--- src/rtl/div_fx_sat.sv ---
// Iterative signed fixed-point divider with rounding, saturation, and divide-by-zero/overflow flags.
// Latency: out_valid rises NSTEP+3 edges after the accepting edge, for any operand values.
// Backpressure: one operation in flight; result held in DONE until out_ready; in_ready only in IDLE.
//
// Ports: clk/rst (async active-low), in_valid/in_ready + a, b, rnd_mode operand handshake,
//        out_valid/out_ready + q, dbz, ovf result handshake.
module div_fx_sat #(
    parameter int IN_WIDTH  = 26,
    parameter int FBITS     = 9,
    parameter int OUT_WIDTH = 14,
    parameter int BPC       = 1
) (
    input  logic                 clk,
    input  logic                 rst,
    input  logic                 in_valid,
    output logic                 in_ready,
    input  logic [IN_WIDTH-1:0]  a,
    input  logic [IN_WIDTH-1:0]  b,
    input  logic                 rnd_mode,
    output logic                 out_valid,
    input  logic                 out_ready,
    output logic [OUT_WIDTH-1:0] q,
    output logic                 dbz,
    output logic                 ovf
);
    localparam int ITER  = IN_WIDTH - 1 + FBITS;
    localparam int NSTEP = ITER / BPC;
    localparam int CW    = $clog2(NSTEP + 1);

    generate
        if ((BPC != 1 && BPC != 2) || (ITER % BPC != 0)) begin : g_bad_bpc
            $error("div_fx_sat: BPC must be 1 or 2 and must divide ITER");
        end
    endgenerate

    // Largest positive magnitude, at the width of the rounded quotient.
    localparam logic [ITER:0]        MAXP_M = {{(ITER + 2 - OUT_WIDTH){1'b0}}, {(OUT_WIDTH-1){1'b1}}};
    localparam logic [OUT_WIDTH-1:0] Q_MAXP = {1'b0, {(OUT_WIDTH-1){1'b1}}};
    localparam logic [OUT_WIDTH-1:0] Q_MINN = {1'b1, {(OUT_WIDTH-1){1'b0}}};

    typedef enum logic [2:0] {S_IDLE, S_INIT, S_CALC, S_ROUND, S_SAT, S_DONE} state_t;

    state_t                 state_q, state_d;
    logic [CW-1:0]          cnt_q, cnt_d;
    logic [IN_WIDTH-1:0]    ma_q, ma_d, mb_q, mb_d;
    logic                   sneg_q, sneg_d, aneg_q, aneg_d, mode_q, mode_d;
    logic [ITER-1:0]        sh_q, sh_d;
    logic [IN_WIDTH-1:0]    rem_q, rem_d;
    logic                   big_q, big_d;
    logic [ITER:0]          mag_q, mag_d;
    logic [OUT_WIDTH-1:0]   qo_q, qo_d;
    logic                   dbz_q, dbz_d, ovf_q, ovf_d;

    // |a| << FBITS is one bit wider than the shifter; its top bit is resolved in INIT.
    logic [ITER:0] num;
    assign num = {ma_q, {FBITS{1'b0}}};

    // BPC restoring steps; the shifter feeds dividend bits out the top and takes quotient bits in at the bottom.
    logic [IN_WIDTH-1:0] rem_s;
    logic [ITER-1:0]     sh_s;
    logic [IN_WIDTH:0]   trial;
    always_comb begin
        rem_s = rem_q;
        sh_s  = sh_q;
        trial = '0;
        for (int i = 0; i < BPC; i++) begin
            trial = {rem_s, sh_s[ITER-1]};
            if (trial >= {1'b0, mb_q}) begin
                trial = trial - {1'b0, mb_q};
                sh_s  = {sh_s[ITER-2:0], 1'b1};
            end else begin
                sh_s  = {sh_s[ITER-2:0], 1'b0};
            end
            rem_s = trial[IN_WIDTH-1:0];
        end
    end

    // Round half to even: compare twice the remainder against the divisor.
    logic [IN_WIDTH:0] two_r;
    logic              rnd_up;
    assign two_r  = {rem_q, 1'b0};
    assign rnd_up = !mode_q && ((two_r > {1'b0, mb_q}) || ((two_r == {1'b0, mb_q}) && sh_q[0]));

    always_comb begin
        state_d = state_q;
        cnt_d   = cnt_q;
        ma_d    = ma_q;
        mb_d    = mb_q;
        sneg_d  = sneg_q;
        aneg_d  = aneg_q;
        mode_d  = mode_q;
        sh_d    = sh_q;
        rem_d   = rem_q;
        big_d   = big_q;
        mag_d   = mag_q;
        qo_d    = qo_q;
        dbz_d   = dbz_q;
        ovf_d   = ovf_q;
        case (state_q)
            S_IDLE: begin
                if (in_valid) begin
                    ma_d    = a[IN_WIDTH-1] ? (~a + 1'b1) : a;
                    mb_d    = b[IN_WIDTH-1] ? (~b + 1'b1) : b;
                    sneg_d  = a[IN_WIDTH-1] ^ b[IN_WIDTH-1];
                    aneg_d  = a[IN_WIDTH-1];
                    mode_d  = rnd_mode;
                    state_d = S_INIT;
                end
            end
            S_INIT: begin
                sh_d  = num[ITER-1:0];
                // The top numerator bit only produces a quotient bit when |b| is 1; that quotient
                // is far beyond any output range, so it is kept as a sticky saturation flag.
                big_d = num[ITER] && (mb_q == IN_WIDTH'(1));
                rem_d = IN_WIDTH'(num[ITER] && (mb_q != IN_WIDTH'(1)));
                mag_d = '0;
                cnt_d = '0;
                state_d = S_CALC;
            end
            S_CALC: begin
                rem_d = rem_s;
                sh_d  = sh_s;
                cnt_d = cnt_q + 1'b1;
                if (cnt_q == CW'(NSTEP - 1)) begin
                    state_d = S_ROUND;
                end
            end
            S_ROUND: begin
                mag_d   = {1'b0, sh_q} + (ITER + 1)'(rnd_up);
                state_d = S_SAT;
            end
            S_SAT: begin
                dbz_d = (mb_q == '0);
                ovf_d = 1'b0;
                if (mb_q == '0) begin
                    if (ma_q == '0)  qo_d = '0;
                    else if (aneg_q) qo_d = Q_MINN;
                    else             qo_d = Q_MAXP;
                end else if (mag_q == '0 && !big_q) begin
                    qo_d = '0;
                end else if (!sneg_q) begin
                    if (big_q || mag_q > MAXP_M) begin
                        qo_d  = Q_MAXP;
                        ovf_d = 1'b1;
                    end else begin
                        qo_d  = mag_q[OUT_WIDTH-1:0];
                    end
                end else begin
                    if (big_q || mag_q > MAXP_M + 1'b1) begin
                        qo_d  = Q_MINN;
                        ovf_d = 1'b1;
                    end else begin
                        qo_d  = '0 - mag_q[OUT_WIDTH-1:0];
                    end
                end
                state_d = S_DONE;
            end
            S_DONE: begin
                if (out_ready) begin
                    state_d = S_IDLE;
                end
            end
            default: state_d = S_IDLE;
        endcase
    end

    always_ff @(posedge clk or negedge rst) begin
        if (!rst) begin
            state_q <= S_IDLE;
            cnt_q   <= '0;
            ma_q    <= '0;
            mb_q    <= '0;
            sneg_q  <= 1'b0;
            aneg_q  <= 1'b0;
            mode_q  <= 1'b0;
            sh_q    <= '0;
            rem_q   <= '0;
            big_q   <= 1'b0;
            mag_q   <= '0;
            qo_q    <= '0;
            dbz_q   <= 1'b0;
            ovf_q   <= 1'b0;
        end else begin
            state_q <= state_d;
            cnt_q   <= cnt_d;
            ma_q    <= ma_d;
            mb_q    <= mb_d;
            sneg_q  <= sneg_d;
            aneg_q  <= aneg_d;
            mode_q  <= mode_d;
            sh_q    <= sh_d;
            rem_q   <= rem_d;
            big_q   <= big_d;
            mag_q   <= mag_d;
            qo_q    <= qo_d;
            dbz_q   <= dbz_d;
            ovf_q   <= ovf_d;
        end
    end

    // in_ready drops immediately while reset is asserted, not just after the next edge.
    assign in_ready  = rst && (state_q == S_IDLE);
    assign out_valid = (state_q == S_DONE);
    assign q         = qo_q;
    assign dbz       = dbz_q;
    assign ovf       = ovf_q;

endmodule

--- config.mk ---
export PLATFORM = sky130hd
export DESIGN_NAME = div_fx_sat
export DESIGN_NICKNAME = d
export VERILOG_FILES = /design/src/rtl/div_fx_sat.sv
export SDC_FILE = /design/constraint.sdc
export NUM_CORES = 1
export LEC_CHECK = 0
export ABC_AREA = 1
export BUFFER_PORTS_ARGS = -buffer_cell sky130_fd_sc_hd__buf_2
export CORE_ASPECT_RATIO = 1.5
export CORE_UTILIZATION = 45
export DETAILED_ROUTE_END_ITERATION = 16
export PLACE_DENSITY = 0.64
export SLEW_MARGIN = 20
export SYNTH_ARGS = -nofsm -noshare
export SYNTH_HDL_FRONTEND = slang
export SYNTH_SLANG_ARGS = --single-unit
--- constraint.sdc ---
create_clock -name clk -period 3.6 [get_ports clk]
set_clock_uncertainty 0.15 [all_clocks]
set_input_delay 0.36 -clock clk [delete_from_list [all_inputs] [get_ports clk]]
set_output_delay 0.36 -clock clk [all_outputs]
set_load 0.03 [all_outputs]
# Yosys cells after proc, flatten, opt, wreduce, memory -nomap -nowiden
# Index checks and enable logic that the tools add are counted.
# word_totals
mem_bits_ro	0
mem_bits_rw	0
inputBits	57
word_cells	82
register_bits	176
latch_bits	0
mem_count	0
out_inout_bits	18
# classes
n_div	0
n_reduce_logical	19
multipliers	0
muxes	24
eq_ne	12
n_lt_le_gt_ge	4
bitwise	3
addsub	6
shifts	0
# ops
operator	n
two-way mux 14 bit	7
two-way mux 26 bit	3
case mux 35 bit (2 select lines)	1
case mux 34 bit (2 select lines)	1
adder 26 x 1 -> 26 bit, second input constant	2
logical NOT 26 bit	2
NOT 26 bit	2
case mux 26 bit (2 select lines)	1
adder 34 x 1 -> 35 bit	1
> comparator 35 x 13 -> 1 bit, second input constant	1
> comparator 35 x 14 -> 1 bit, second input constant	1
logical NOT 35 bit	1
== test 27 x 26 -> 1 bit	1
greater-or-equal comparator 27 x 26 -> 1 bit	1
> comparator 27 x 26 -> 1 bit	1
== test 26 x 1 -> 1 bit, second input constant	1
inequality test 26 x 1 -> 1 bit, second input constant	1
subtractor 26 bit	1
case mux 3 bit (6 select lines)	1
subtractor 1 x 14 -> 14 bit, first input constant	1
case mux 6 bit (2 select lines)	1
two-way mux 3 bit	3
adder 6 x 1 -> 6 bit, second input constant	1
== test 3 x 2 -> 1 bit, second input constant	2
14 further kinds	30

# Longest topological paths before layout
# Gate-level depths: netlist of the first run.
# depth
depth_word	6
ltp_mapped	23
ltp_nobuf	23

# Least setup slack after synthesis of the first run
# Ideal clock, no wire load.
# synth_path
path_kind	flip-flop to flip-flop
startpoint	register rem_q[16]
endpoint	register mag_q[30]
path_slack_ns	0.675
path_stages_with_launch	22
required_ns	3.334
setup_ns	0.116
period_less_slack_ns	2.925
arrival_ns	2.659
n_path_buf	0
path_cell_list	dfrtp_1 -> ha_1 -> nand2_2 -> inv_1 -> nand2_1 -> and2_1 -> nand2_2 -> a21oi_4 -> a21oi_1 -> ha_1 -> ha_1 -> nand2_1 -> nor2_2 -> nand2_1 -> nor2_1 -> nand4_1 -> nor2_1 -> nand2_1 -> nand2_1 -> o21ai_0 -> nand2_1 -> nand2_1
# synth_via
elab_chain_len	6
elab_cells_between_ends	7
cone_classes	1 x add/sub; 1 x order compare; 1 x eq/ne; 1 x mux; 3 x reduce/logical
# synth_rtl
item	line	text
start, declared	48	logic [IN_WIDTH-1:0] rem_q, rem_d;
start signal, assigned	192	rem_q <= rem_d;
branches (longest 2 deep; another with > comparator 27 x 26 -> 1 bit)	--	
logical OR 1 bit (*)	82	assign rnd_up = !mode_q && ((two_r > {1'b0, mb_q}) || ((two_r == {1'b0, mb_q}) && sh_q[0]));
logical AND 1 bit (*)	82	
adder 34 x 1 -> 35 bit (*)	129	mag_d = {1'b0, sh_q} + (ITER + 1)'(rnd_up);
case mux 35 bit (2 select lines) (*)	99	case (state_q)
end signal, assigned	194	mag_q <= mag_d;
end, declared	50	logic [ITER:0] mag_q, mag_d;
# Mark *: on every way between the ends.
# A chain may end at the register's enable or synchronous reset.

# Worst setup path after layout of the first run
# layout_path
startpoint	register mb_q[11]
endpoint	register mag_q[18]
# layout_via
elab_chain_len	6
elab_cells_between_ends	7
cone_classes	1 x add/sub; 1 x order compare; 1 x eq/ne; 1 x mux; 3 x reduce/logical
# layout_rtl
item	line	text
start, declared	45	logic [IN_WIDTH-1:0] ma_q, ma_d, mb_q, mb_d;
start signal, assigned	187	mb_q <= mb_d;
branches (longest 2 deep; another with > comparator 27 x 26 -> 1 bit)	--	
logical OR 1 bit (*)	82	
logical AND 1 bit (*)	82	
adder 34 x 1 -> 35 bit (*)	129	
case mux 35 bit (2 select lines) (*)	99	
# Marks and branches as above.

==> reports/qor.txt, run 1 <==
number of primary I/O pins = 75
Total Power = 11500 uW
leakage power = 0.00630 uW
setup TNS = 0 ns
pin count of the biggest net entering global routing = 76
final instance area = 13100 um^2
CP Launch Type = register
crit path max fanout = 4
final WL = 34100 um
mapped cell area = 11500 um^2
period utilization = 93.5%
commonest non-fill, non-tap cells in the layout = nand2_1, inv_1, dfrtp_1, nor2_1, o21ai_0
area share of the largest cell type after synthesis = 38.2%
DP HPWL = 26400 um
Max Cap Violations = 0
logic gate share of total power = 54.2%
clock slew at reported path FFs = 0.07 ns
Sw Ratio = 48.4%
Sw Pwr = 5540 uW
DR vias/cell = 5.38
critical path arrival = 3.54 ns
Fillers = 2466
Final ANT Viol Nets = 0
DRT met1 WL = 13600 um
commonest non-fill, non-tap cell in the layout = nand2_1
post-synth top area cell = dfrtp_1
Post-synth EDFFs = 0
Util after Layout = 52.1%
H-Tree Depth = 4
synth top area cells = dfrtp_1, nand2_1, inv_1, o21ai_0, nor2_1
min setup slack post-route = 0.234 ns
clock network fraction of total power = 17.2%
Area growth syn-to-layout = 13.5%
CP endpoint kind = register
final hold vios = 0
total gr overflow = 0
row cnt = 71
ant diodes = 0
die height = 198 um
Post-Synthesis Cells = 1620
Cell Int Power = 5910 uW
status = finished clean
clk sink count = 176
total track usage = 27.1%
vias in the first global route = 10.8k
Core Footprint = 25100 um^2
Flop pwr share = 28.5%
clock latency on the worst-skew pair = 0.45 ns
drt first pass iters = 5
Min-Delay Path Class = primary input to register
global-route wire length before repair = 55100 um
nets = 1781
final setup violation count = 0
port bufs = 74
Routed WL per cell = 16.8 um
YS warnings = 0
initial drt markers = 596
WL met3 = 931 um
die width = 133 um
PwrDens = 875 nW/um^2
CP Data Required Time = 3.78 ns
ys async rst share = 100%
Seq cells post-synth = 176
Avg Cell Area, Syn = 7.12 um^2
Max VDD drop = 0.000455 V
Initial Utilization = 45.9%
cts bufs inserted = 17
Clock Path Buffers = 2
die area = 26300 um^2
Net Count, Synth = 1712
f_max = 297 MHz
worst slack at placement = 0.0941 ns
worst-margin pin slew = 1.03 ns
register area share after synthesis = 38.2%
Post-synth top flop = dfrtp_1
initial antenna violation count = 0
Max transition margin = 31.3%
Post-DP Area = 12300 um^2
routability cong. = 0.991
Final min period = 3.37 ns
Root Driver = clkbuf_16
synth unique cells = 46
routed length on met2 = 18000 um
Final Max Tran Viols = 0
DRC errors left = 0
CTS tree = built
Vias = 10.9k
fraction of layout cells with a size suffix above 1 = 11.8%
critical path class = register to register
Max Used Layer = met4
## cells by family after synthesis
logic type,share of synthesized area [%]
and+or+nand+nor,29.2
DFF,38.2
xor gates and xnor gates,4.71
adders and majority gates,3.86
buffers and inverters,9.32
AOI/OAI and AO/OA,14.8
## worst paths after layout
check	from	end	slack [ns]	cells past startpoint
max in group asynchronous	rst	state_q[1]$_DFFE_PN0P_	2.07	3
worst min register to register	cnt_q[4]$_DFFE_PN0N_	cnt_q[4]$_DFFE_PN0N_	0.32	1
worst max register to register	mb_q[11]$_DFFE_PN0P_	mag_q[18]$_DFFE_PN0P_	0.23	19
min in group asynchronous	rst	mag_q[23]$_DFFE_PN0P_	0.32	2
worst max-delay path	mb_q[11]$_DFFE_PN0P_	mag_q[18]$_DFFE_PN0P_	0.23	19
worst min-delay path	rnd_mode	mode_q$_DFFE_PN0P_	0.02	3
## critical path, cell delays in order, from the launching register on
cell	delay, ns
dfrtp_1	0.33
inv_1	0.08
ha_1	0.35
nand2_1	0.13
nor2_1	0.16
nand2_1	0.08
nor2_1	0.13
nand2_1	0.09
a21oi_2	0.17
ha_2	0.22
ha_2	0.19
nand2_2	0.07
nor2_4	0.16
inv_2	0.08
nor2_4	0.10
nand4_1	0.19
nor2_2	0.17
nand2_1	0.10
o211ai_1	0.20
o21ai_1	0.09
## synthesized netlist by cell type (3+ instances only)
cell      instances
inv_2             9
o211ai_1          8
o221ai_1         24
nand3_2           4
o31ai_1           6
a21oi_1          70
o21bai_1          4
xor2_1           46
nor2_1          152
nand2_2           9
nand3b_1          7
o21ai_1          22
xnor2_1          16
nor3_2            3
o21ai_0         123
inv_1           214
buf_6             6
nand4_1          36
clkbuf_1         28
nor3_1           37
nand2_1         401
o22ai_1          27
buf_1             3
o32ai_1           3
buf_2             9
or2_2             4
nor4_1            9
dfrtp_1         176
ha_1             34
nand3_1         101
a31oi_1           3
nor2_2            9
and2_1            3
## per-layer routing
metal  GRT usage, %  up-vias
met1           29.3     5143
met2           51.2      226
li1               -     5471
met5              0        -
met3           3.46       75
met4           14.3        0
## power groups by stage
stage                     sequential [uW]  clock (uW)  combinational (uW)
after global placement               3260           0                5940
final                                3270        1970                6210
after detailed placement             3280           0                5990
after floorplan                      3280           0                4350
after CTS                            3250        2010                6030
after global routing                 3360        2090                6970
## registers in the layout, indices dropped and copies added, names as in the netlist, 3 cells and up
| signal | cells |
|---|---|
| cnt_q | 6 |
| ma_q | 26 |
| mag_q | 35 |
| mb_q | 26 |
| q | 14 |
| rem_q | 26 |
| sh_q | 34 |
| state_q | 3 |
## stage by stage
stage / hold WS, ns / std cells
after CTS: 0.0156 / 2028
final: 0.0245 / 2030
after global placement: 0.248 / 1995
after global routing: 0.0531 / 2030
after floorplan: -0.0856 / 1620
after detailed placement: 0.246 / 1995
## final cells by class
type	instances	area (um^2)	share of cell area (%)
Multi-Input combinational cell	1173	6260	47.8
Clock buffer	20	447	3.41
Timing Repair Buffer	97	567	4.33
Tap cell	328	410	3.13
Clock inverter	12	173	1.32
Sequential cell	176	4400	33.6
Inverter	224	841	6.42
## what timing repair did
| action | CTS | global route |
|---|---|---|
| buffers inserted | 0 | 2 |
| hold buffers | 1 | 0 |
| endpoints found under the hold margin | 65 | 0 |
| resized for setup | 0 | 35 |
| setup endpoints to repair | 0 | 14 |
Power figures use the tool's default switching activity.
==> run 2, diff against run 1 <==
--- a/config.mk
+++ b/config.mk
@@ -8,6 +8,7 @@
 export ABC_AREA = 1
 export BUFFER_PORTS_ARGS = -buffer_cell sky130_fd_sc_hd__buf_2
 export CORE_ASPECT_RATIO = 1.5
+export CORE_MARGIN = 4
 export CORE_UTILIZATION = 45
 export DETAILED_ROUTE_END_ITERATION = 16
 export PLACE_DENSITY = 0.64
==> reports/qor.txt, run 2 (same netlist as run 1, synthesis figures left out) <==
CP endpoint kind = register
port bufs = 74
Fillers = 2528
fraction of layout cells with a size suffix above 1 = 12.3%
clk sink count = 176
total gr overflow = 0
die width = 139 um
leakage power = 0.00630 uW
Post-DP Area = 12300 um^2
clock slew at reported path FFs = 0.07 ns
drt first pass iters = 8
clock latency on the worst-skew pair = 0.44 ns
worst-margin pin slew = 0.893 ns
logic gate share of total power = 55.0%
die area = 28300 um^2
CP Data Required Time = 3.82 ns
Cell Int Power = 5890 uW
Final Max Tran Viols = 0
nets = 1783
global-route wire length before repair = 57400 um
Sw Ratio = 49.0%
period utilization = 93.2%
Final ANT Viol Nets = 0
Area growth syn-to-layout = 14.0%
largest registers = mag_q (35), sh_q (34)
final WL = 36000 um
Clock Path Buffers = 2
die height = 204 um
fin cells = 2032
Min Hold Slack = 0.0273 ns
initial drt markers = 621
number of primary I/O pins = 75
crit path max fanout = 4
commonest non-fill, non-tap cells in the layout = nand2_1, inv_1, dfrtp_1, nor2_1, o21ai_0
DR vias/cell = 5.44
Flop pwr share = 28.4%
total track usage = 25.4%
Crit path top cell by count = nand2_1
critical path arrival = 3.57 ns
worst path cell trace = ha_2 -> nand2_1 -> nor2_2 -> nand2_1 -> nor2_1 -> nand2_1 -> a21oi_2 -> ha_2 -> ha_2 -> nand2_1 -> nor2_4 -> inv_2 -> nor2_4 -> nand4_1 -> nor2_2 -> nand2_2 -> o21ai_1 -> o211ai_1 -> o21ai_1
Initial Utilization = 45.9%
Sw Pwr = 5650 uW
initial antenna violation count = 0
Vias = 11.0k
worst path bufs/invs = 1
final setup violation count = 0
worst slack at placement = 0.106 ns
f_max = 298 MHz
commonest non-fill, non-tap cell in the layout = nand2_1
min setup slack post-route = 0.244 ns
pin count of the biggest net entering global routing = 79
top cell family by delay on the critical path = simple AND/OR/NAND/NOR gates
CP Launch Type = register
critical path class = register to register
Crit path largest cell delay = 0.40 ns
status = finished clean
routability cong. = 0.995
Routed WL per cell = 17.7 um
cts bufs inserted = 17
Max VDD drop = 0.000412 V
Top reg by flops = mag_q
# placed instances = 1995
Final min period = 3.36 ns
vias in the first global route = 11.0k
Min-Delay Path Class = primary input to register
Max transition margin = 40.3%
DRC errors left = 0
Max Cap Violations = 0
final hold vios = 0
Slowest-stage cell, CP = dfrtp_1
Largest register FFs = 35
ant diodes = 0
row cnt = 71
clock network fraction of total power = 16.6%
DP HPWL = 28100 um
Root Driver = clkbuf_16
Core Footprint = 25100 um^2
H-Tree Depth = 4
final instance area = 13200 um^2
PwrDens = 877 nW/um^2
CTS tree = built
[run 2: changes by cell type in the layout (fill, tap and decap cells not counted), moves of 3 or more]
cell    delta
nor2_2     -3
inv_6      -3
ha_1       -6
nor2_4     +3
ha_4       +3
ha_2       +3
[run 2: final cells by class]
cell class                      instances  area, um^2  share of cell area (%)
Clock inverter                         10         126                   0.961
Timing Repair Buffer                   99         582                    4.42
Inverter                              224         841                    6.39
Clock buffer                           22         474                    3.61
Tap cell                              328         410                    3.12
Multi-Input combinational cell       1173        6320                    48.0
Sequential cell                       176        4400                    33.5
[run 2: worst paths after layout]
| kind | startpoint | to | slack (ns) | depth (start not counted) |
|---|---|---|---|---|
| max in group asynchronous | rst | rem_q[20]$_DFFE_PN0N_ | 1.98 | 3 |
| max | rem_q[19]$_DFFE_PN0N_ | mag_q[18]$_DFFE_PN0P_ | 0.24 | 19 |
| min reg2reg | mb_q[15]$_DFFE_PN0P_ | mb_q[15]$_DFFE_PN0P_ | 0.34 | 2 |
| min | rnd_mode | mode_q$_DFFE_PN0P_ | 0.03 | 3 |
| max reg2reg | rem_q[19]$_DFFE_PN0N_ | mag_q[18]$_DFFE_PN0P_ | 0.24 | 19 |
| min in group asynchronous | rst | mag_q[23]$_DFFE_PN0P_ | 0.31 | 2 |
[run 2: layer usage]
metal	GRT usage, %	wire, um
met1	27.7	14000
met2	48.3	19300
met3	3.16	1030
met4	12.4	1660
met5	0	0
[run 2: tightest hold or removal path: stages]
cell and delay, ns:
buf_2 0.10, nand2_1 0.05, o21ai_0 0.07
[run 2: timing repair]
action | 4_1_cts | 5_1_grt
hold buffers | 1 | 0
gates resized for setup | 0 | 46
setup buffers | 0 | 4
endpoints found under the hold margin | 50 | 0
setup endpoints to repair | 0 | 14
[run 2: power groups by stage]
stage	registers [uW]	clock network (uW)	logic, uW
finish	3280	1920	6350
global route	3370	2050	7100
global placement	3250	0	6010
floorplan	3280	0	4350
CTS	3250	1950	6070
detailed placement	3280	0	6040
[run 2: through the flow]
step,setup TNS (ns),util [%],power [uW]
detailed placement,0,48.8,9310
global placement,0,48.8,9260
global route,-0.0420,52.3,12500
floorplan,0,-,7640
CTS,0,51.2,11300
finish,0,52.3,11500
